[src/rtl/scan_pkg.sv]
// scan_pkg: shared FSM states, default sizes and clog2 helper; PARITY state exists only with SCAN_PARITY_EN
package scan_pkg;
  localparam int DEF_WIDTH = 8;
  localparam int DEF_NUM_CHAINS = 4;
`ifdef SCAN_PARITY_EN
  typedef enum logic [2:0] {IDLE, CAPTURE, SHIFT, PARITY, UPDATE} state_t;
`else
  typedef enum logic [1:0] {IDLE, CAPTURE, SHIFT, UPDATE} state_t;
`endif
  function automatic int clog2(input int v);
    int r = 1;
    while ((1 << r) < v) r++;
    return r;
  endfunction
endpackage

[src/rtl/chain_shadow.sv]
// chain_shadow: WIDTH-wide update register with sync reset and write enable
module chain_shadow #(
  parameter int WIDTH = 8
) (
  input  logic             clk,
  input  logic             reset,
  input  logic             we,
  input  logic [WIDTH-1:0] d,
  output logic [WIDTH-1:0] q
);
  always_ff @(posedge clk)
    if (reset) q <= '0;
    else if (we) q <= d;
endmodule

[src/rtl/scan_chain_controller.sv]
// scan_chain_controller: capture-shift-update sequencer over NUM_CHAINS shadow chains
// Define SCAN_PARITY_EN to check an even-parity bit after SHIFT before committing.
module scan_chain_controller
  import scan_pkg::*;
#(
  parameter int WIDTH = DEF_WIDTH,
  parameter int NUM_CHAINS = DEF_NUM_CHAINS
) (
  input  logic                        clk,
  input  logic                        reset,
  input  logic                        start,
  input  logic                        abort,
  input  logic [clog2(NUM_CHAINS)-1:0] chain_sel,
  input  logic                        tdi,
  input  logic [WIDTH*NUM_CHAINS-1:0] cap_data,
  output logic                        tdo,
  output logic [WIDTH*NUM_CHAINS-1:0] upd_data,
  output logic                        busy,
  output logic                        done,
  output logic                        parity_err
);
  localparam int SW = clog2(NUM_CHAINS);
  localparam int CW = clog2(WIDTH + 1);
  state_t state, state_n;
  logic [WIDTH-1:0] sr;
  logic [CW-1:0] cnt;
  logic [SW-1:0] sel;
  logic accept, commit, last;
  assign accept = state == IDLE && start && !abort;
  assign commit = state == UPDATE && !abort;
  assign last = cnt == CW'(WIDTH - 1);
  assign busy = state != IDLE;
  assign tdo = state == SHIFT ? sr[WIDTH-1] : 1'b0;
`ifdef SCAN_PARITY_EN
  logic par, perr;
  assign parity_err = perr;
`else
  assign parity_err = 1'b0;
`endif
  always_comb begin
    state_n = state;
    case (state)
      IDLE:    state_n = start ? CAPTURE : IDLE;
      CAPTURE: state_n = SHIFT;
`ifdef SCAN_PARITY_EN
      SHIFT:   state_n = last ? PARITY : SHIFT;
      PARITY:  state_n = tdi == par ? UPDATE : IDLE;
`else
      SHIFT:   state_n = last ? UPDATE : SHIFT;
`endif
      default: state_n = IDLE;
    endcase
    if (abort) state_n = IDLE;
  end
  always_ff @(posedge clk) begin
    if (reset) begin
      state <= IDLE;
      sr <= '0;
      cnt <= '0;
      sel <= '0;
      done <= 1'b0;
`ifdef SCAN_PARITY_EN
      par <= 1'b0;
      perr <= 1'b0;
`endif
    end else begin
      state <= state_n;
      done <= commit;
      if (accept) sel <= chain_sel;
      if (state == CAPTURE) begin
        sr <= cap_data[int'(sel)*WIDTH +: WIDTH];
        cnt <= '0;
      end
      if (state == SHIFT) begin
        sr <= {sr[WIDTH-2:0], tdi};
        cnt <= cnt + 1'b1;
      end
`ifdef SCAN_PARITY_EN
      if (accept) perr <= 1'b0;
      if (state == CAPTURE) par <= 1'b0;
      if (state == SHIFT) par <= par ^ tdi;
      if (state == PARITY && !abort && tdi != par) perr <= 1'b1;
`endif
    end
  end
  for (genvar k = 0; k < NUM_CHAINS; k++) begin : g_chain
    chain_shadow #(.WIDTH(WIDTH)) u_shadow (
      .clk  (clk),
      .reset(reset),
      .we   (commit && sel == SW'(k)),
      .d    (sr),
      .q    (upd_data[k*WIDTH +: WIDTH])
    );
  end
endmodule

[config.mk]
export PLATFORM = sky130hd
export DESIGN_NAME = scan_chain_controller
export DESIGN_NICKNAME = d
export VERILOG_FILES = /design/src/rtl/scan_pkg.sv /design/src/rtl/chain_shadow.sv /design/src/rtl/scan_chain_controller.sv
export SDC_FILE = /design/constraint.sdc
export NUM_CORES = 1
export LEC_CHECK = 0
export BUFFER_PORTS_ARGS = -buffer_cell sky130_fd_sc_hd__buf_2
export CORE_UTILIZATION = 45
export DETAILED_ROUTE_END_ITERATION = 7
export PLACE_DENSITY = 0.8
export RECOVER_POWER = 25
export SLEW_MARGIN = 10
export SYNTH_ARGS = -nofsm -noshare
export SYNTH_HDL_FRONTEND = slang
export SYNTH_SLANG_ARGS = --single-unit
[constraint.sdc]
create_clock -name clk -period 1.5 [get_ports clk]
set_input_delay 0.075 -clock clk [delete_from_list [all_inputs] [get_ports clk]]
set_output_delay 0.075 -clock clk [all_outputs]
set_load 0.02 [all_outputs]
==> results.cfg, run 1 <==
[clock_network]
hold_buffers = 0
clkLatencyLatePin_ns = 0.30
cts_htree_levels = 2
clk_pin_slew_ns = 0.08
clock_sinks = 49
max-clock-path-buffers = 2
root_buffer = clkbuf_8
cts_tree = yes
cts_made_buffers = 5

[cells_and_area]
num_antenna_cells = 0
n_fill_cell = 433
final_nets = 349
final_area_mm2 = 0.00280
synthToLayoutAreaGrowth_pct = 25.8
drive_above_1_share = 0.324

[routing]
via_count = 1919
ant_nets = 0
wire_per_inst_um = 13.7
drc_errors = 0
drtIter0Drc = 114
drt_wl_total_um = 5110
viasPerCell = 5.14
firstDrtPassIters = 4

[logic_synthesis]
ys_types = 33
syn_avg_cell_area_um2 = 9.51
ys_ff_latch = 49
synth_edf_count = 0
yosysTopAreaCell = dfxtp_1
async_reset_ff_frac = 0
synth_top_cell_area_share = 0.441
netlist_instances = 234
ys_seq_area_frac = 0.441
synth_area_mm2 = 0.00223
synthTopCellsByArea = dfxtp_1 (44%), mux2i_1 (8.1%), nand2_1 (5.9%)
yosysWarnings = 0
synth.net_count = 278
synth_flop_cell = dfxtp_1

[floorplan]
die_w_um = 72.3
die-area_mm2 = 0.00523
rows = 25
io_pins = 75
die_h_um = 72.3
core-area_mm2 = 0.00475
start_util = 0.468

[grt]
busiest_layer = met2
antenna_found_initial = 0
grt_overflow = 0
use_met3 = 0.0417
grt_pass1_vias = 1720
grt_pass1_wl_um = 8070
globalRouteMet1Util = 0.234
grt_usage = 0.200
grt_max_degree = 27
gr-usage-met2 = 0.356

[power_and_ir_drop]
vdd_drop_max_v = 0.000401
p_leak_nw = 1.13
total_power_mw = 2.58
power.density_mw_per_mm2 = 921

[timing]
setup_ws_ns = -0.0377
hold_slack_ns = 0.00942
post-route-min-period_ns = 1.54
finalSetupTns_ns = -0.0377
timing.fmax_ghz = 0.650
rsz0062_at_grt = yes
hold_viol = 0
clock_skew_ns = 0.00684
setup_viol = 1
slew_viol_final = 0
period_share = 1.03

[critical_path]
worstPathCellList = inv_1, ha_4, buf_4, nand4_1, a2111oi_1
crit_path_end_kind = flip-flop
r2r-start = state[0]
critPathLaunch = state[0]
critPathBufInv = 2
worstSetupPathType = flip-flop to flip-flop
crit_path_max_fanout = 9
worstPathArrival_ns = 1.69
critical_path.max_stage_delay_ns = 0.49
worstPathRequired_ns = 1.66
slowest_stage = a2111oi_1
critPathTopFamily = compound AO/OA/AOI/OAI gates
start_kind = flip-flop

[place]
placed_area_mm2 = 0.00266
gp_congestion = 0.839
dpl_worst_slack_ns = -0.110
hpwl_um = 3600
portBuffers = 73

[status]
status = finished with violations
violations = setup timing

[worst_hold_path]
hold_path.startpoint = chain_sel[0]
hold_class = input port to flip-flop

[flow_run]
drv_cap = 0
-- repair_timing --
action                                  in CTS  in global routing
pin swaps                                    1                  0
gates cloned                                 0                  0
endpoints found under the setup margin      26                 17
resized for setup                            8                  2
setup buffers                                1                  1
-- sequential cells by signal, indices dropped and copies added, names as in the netlist --
signal	cells
g_chain.u_shadow.q	32
sr	8
cnt	4
sel	2
state	2
done	1
-- synthesized netlist by cell type, types with 2 or more instances --
cell type  count
dfxtp_1       49
nand2_1       35
nor2_1        28
a21oi_1       20
mux2i_1       18
mux2_2         9
a211oi_1       8
a222oi_1       8
clkbuf_1       8
mux2_4         7
buf_2          5
ha_1           5
inv_1          5
buf_6          4
nand3_1        3
buf_4          2
nand3b_1       2
nand4b_1       2
nor2b_1        2
-- logic make-up (layout without fill, tap and decap cells) --
| family | Yosys count | in the layout | share of synthesized area |
|---|---|---|---|
| AO/OA/AOI/OAI | 39 | 39 | 0.118 |
| buffers and inverters | 25 | 97 | 0.0624 |
| multiplexers | 34 | 34 | 0.174 |
| adder cells (fa/ha/maj) | 5 | 5 | 0.0281 |
| AND/OR/NAND/NOR | 81 | 81 | 0.175 |
| other | 1 | 1 | 0.00168 |
| flip-flops | 49 | 49 | 0.441 |
-- placed cells by master (no fill, tap or decap), types with 2 or more instances in the layout --
cell type,netlist,final
a211oi_1,8,8
a21oi_1,20,20
a222oi_1,8,8
buf_12,0,3
buf_2,5,56
buf_4,2,8
clkbuf_1,8,18
clkbuf_8,0,6
dfxtp_1,49,46
dfxtp_2,0,3
ha_1,5,3
inv_1,5,5
mux2_2,9,9
mux2_4,7,7
mux2i_1,18,18
nand2_1,35,35
nand3_1,3,3
nand3b_1,2,2
nand4b_1,2,2
nor2_1,28,28
-- area by class of cell --
type / count / area (µm²) / area share
repair buffers: 84 / 464 / 0.166
clock buffers: 7 / 86.3 / 0.0308
multi-input cells: 160 / 1130 / 0.404
clock inverters: 1 / 30.0 / 0.0107
well taps: 67 / 83.8 / 0.0299
flip-flops and latches: 49 / 985 / 0.352
inverters: 5 / 18.8 / 0.00670
-- metrics by stage --
step	utilization	std cells
after floorplan	-	234
final	0.589	373
after global routing	0.589	373
after global placement	0.559	363
after detailed placement	0.559	363
after CTS	0.591	372
-- worst paths after layout --
check | endpoint | depth (start not counted) | slack, ns
max | state[0] | 5 | -0.04
min | sel[0] | 3 | 0.009
max reg2reg | state[0] | 5 | -0.04
min reg2reg | g_chain[0].u_shadow.q[6] | 2 | 0.46
-- worst reg2reg max path: stages (launching register included) --
cell and delay, ns:
dfxtp_2 0.34, inv_1 0.12, ha_4 0.17, buf_4 0.15, nand4_1 0.13, a2111oi_1 0.49
-- metal layers --
layer	share of wire	wire length, µm
met5	0	0
met2	0.50	2550
met3	0.067	341
met4	0.021	106
met1	0.41	2110
-- report_power, final --
part | leakage [nW] | switching (mW) | internal (mW)
logic | 0.673 | 0.114 | 0.133
registers | 0.397 | 0.0467 | 1.32
clock network | 0.0585 | 0.419 | 0.544
total | 1.13 | 0.580 | 2.00
Power figures use the tool's default switching activity.
==> run 2: changes to the inputs <==
--- a/config.mk
+++ b/config.mk
@@ -6,9 +6,11 @@
 export NUM_CORES = 1
 export LEC_CHECK = 0
 export BUFFER_PORTS_ARGS = -buffer_cell sky130_fd_sc_hd__buf_2
-export CORE_UTILIZATION = 45
+export CELL_PAD_IN_SITES_DETAIL_PLACEMENT = 1
+export CELL_PAD_IN_SITES_GLOBAL_PLACEMENT = 2
+export CORE_UTILIZATION = 26
 export DETAILED_ROUTE_END_ITERATION = 7
-export PLACE_DENSITY = 0.8
+export PLACE_DENSITY = 0.79
 export RECOVER_POWER = 25
 export SLEW_MARGIN = 10
 export SYNTH_ARGS = -nofsm -noshare
==> results.cfg, run 2 (synthesis gave the netlist of run 1 again) <==
[power_and_ir_drop]
power.density_mw_per_mm2 = 833
total_power_mw = 2.43
vdd_drop_max_v = 0.000303
p_leak_nw = 1.16

[timing]
hold_slack_ns = 0.0169
period_share = 0.967
timing.fmax_ghz = 0.689
hold_viol = 0
clock_skew_ns = 0.00415
setup_viol = 0
rsz0062_at_grt = yes
finalSetupTns_ns = 0
slew_viol_final = 0
post-route-min-period_ns = 1.45
setup_ws_ns = 0.0491

[grt]
antenna_found_initial = 0
grt_pass1_wl_um = 9630
grt_pass1_vias = 1917
grt_overflow = 0
grt_max_degree = 25
grt_usage = 0.141

[cells_and_area]
num_antenna_cells = 0
largest-register = g_chain.u_shadow.q
final_common_cell = buf_2
largest_reg_flops = 32
final_area_mm2 = 0.00292
stdcell_count = 420
synthToLayoutAreaGrowth_pct = 31.3
n_fill_cell = 1003
final_nets = 359
reg_top3 = g_chain.u_shadow.q (32), sr (8), cnt (4)
drive_above_1_share = 0.343
finish.utilization = 0.354
final_cell_mix = buf_2 (53), dfxtp_1 (46), nand2_1 (35)

[clock_network]
clkLatencyLatePin_ns = 0.30
max-clock-path-buffers = 2
cts_htree_levels = 2
cts_tree = yes
cts_made_buffers = 5
clock_sinks = 49
root_buffer = clkbuf_8
clk_pin_slew_ns = 0.08

[place]
portBuffers = 73
hpwl_um = 4630
placed_area_mm2 = 0.00276
dp_cells = 410
gp_congestion = 0.769
dpl_worst_slack_ns = -0.0349

[routing]
drtIter0Drc = 40
drc_errors = 0
ant_nets = 0
firstDrtPassIters = 4
via_count = 1969
wire_per_inst_um = 14.9
viasPerCell = 4.69
drt_wl_total_um = 6270

[critical_path]
worstPathRequired_ns = 1.67
worstPathArrival_ns = 1.62
crit_path_max_fanout = 13
start_kind = flip-flop
critPathLaunch = sel[0]
crit_path_end_kind = flip-flop
worstSetupPathType = flip-flop to flip-flop
r2r-start = sel[0]

[floorplan]
die-area_mm2 = 0.00893
die_h_um = 94.5
die_w_um = 94.5
rows = 33
core-area_mm2 = 0.00826
start_util = 0.270
io_pins = 75

[worst_hold_path]
hold_path.startpoint = chain_sel[1]
hold_class = input port to flip-flop

[status]
status = complete, no violations

[flow_run]
drv_cap = 0
==> run 2: path summary, 6_finish.rpt <==
| kind | to | slack [ns] | depth (start not counted) |
|---|---|---|---|
| hold / removal | sel[1] | 0.02 | 3 |
| hold reg to reg | g_chain[3].u_shadow.q[1] | 0.46 | 2 |
| setup reg to reg | sr[0] | 0.05 | 4 |
| setup / recovery | sr[0] | 0.05 | 4 |
==> run 2: where the power goes <==
part           leakage, nW  internal [mW]  switching [mW]
sequential           0.398           1.32          0.0462
clock               0.0443          0.366           0.414
combinational        0.718          0.154           0.134
total                 1.16           1.84           0.594
==> run 2: critical path, cell delays in order, from the launching register on <==
cell and delay, ns:
dfxtp_4 0.40, buf_12 0.15, mux2_4 0.30, a222oi_1 0.34
a211oi_2 0.13
==> run 2: repair_timing <==
item | CTS | global route
endpoints found under the hold margin | 1 | 0
endpoints found under the setup margin | 14 | 28
pin swaps | 2 | 5
setup buffers | 0 | 1
resized for setup | 4 | 14
cloned | 0 | 1
hold buffers | 1 | 0
==> run 2: area by class of cell <==
class	count	area [µm²]	share of cell area
sequential	49	987	0.338
multi-input combinational	160	1150	0.393
tap	105	131	0.0450
inverter	5	18.8	0.00642
timing repair buffer	94	551	0.188
clock buffer	7	86.3	0.0296
==> run 2: routing by layer <==
metal	GRT usage	up-vias	wire, µm
met5	0	-	0
met4	0.0455	0	89
met3	0.0298	6	280
met2	0.232	55	2950
met1	0.184	929	2950
li1	-	979	-
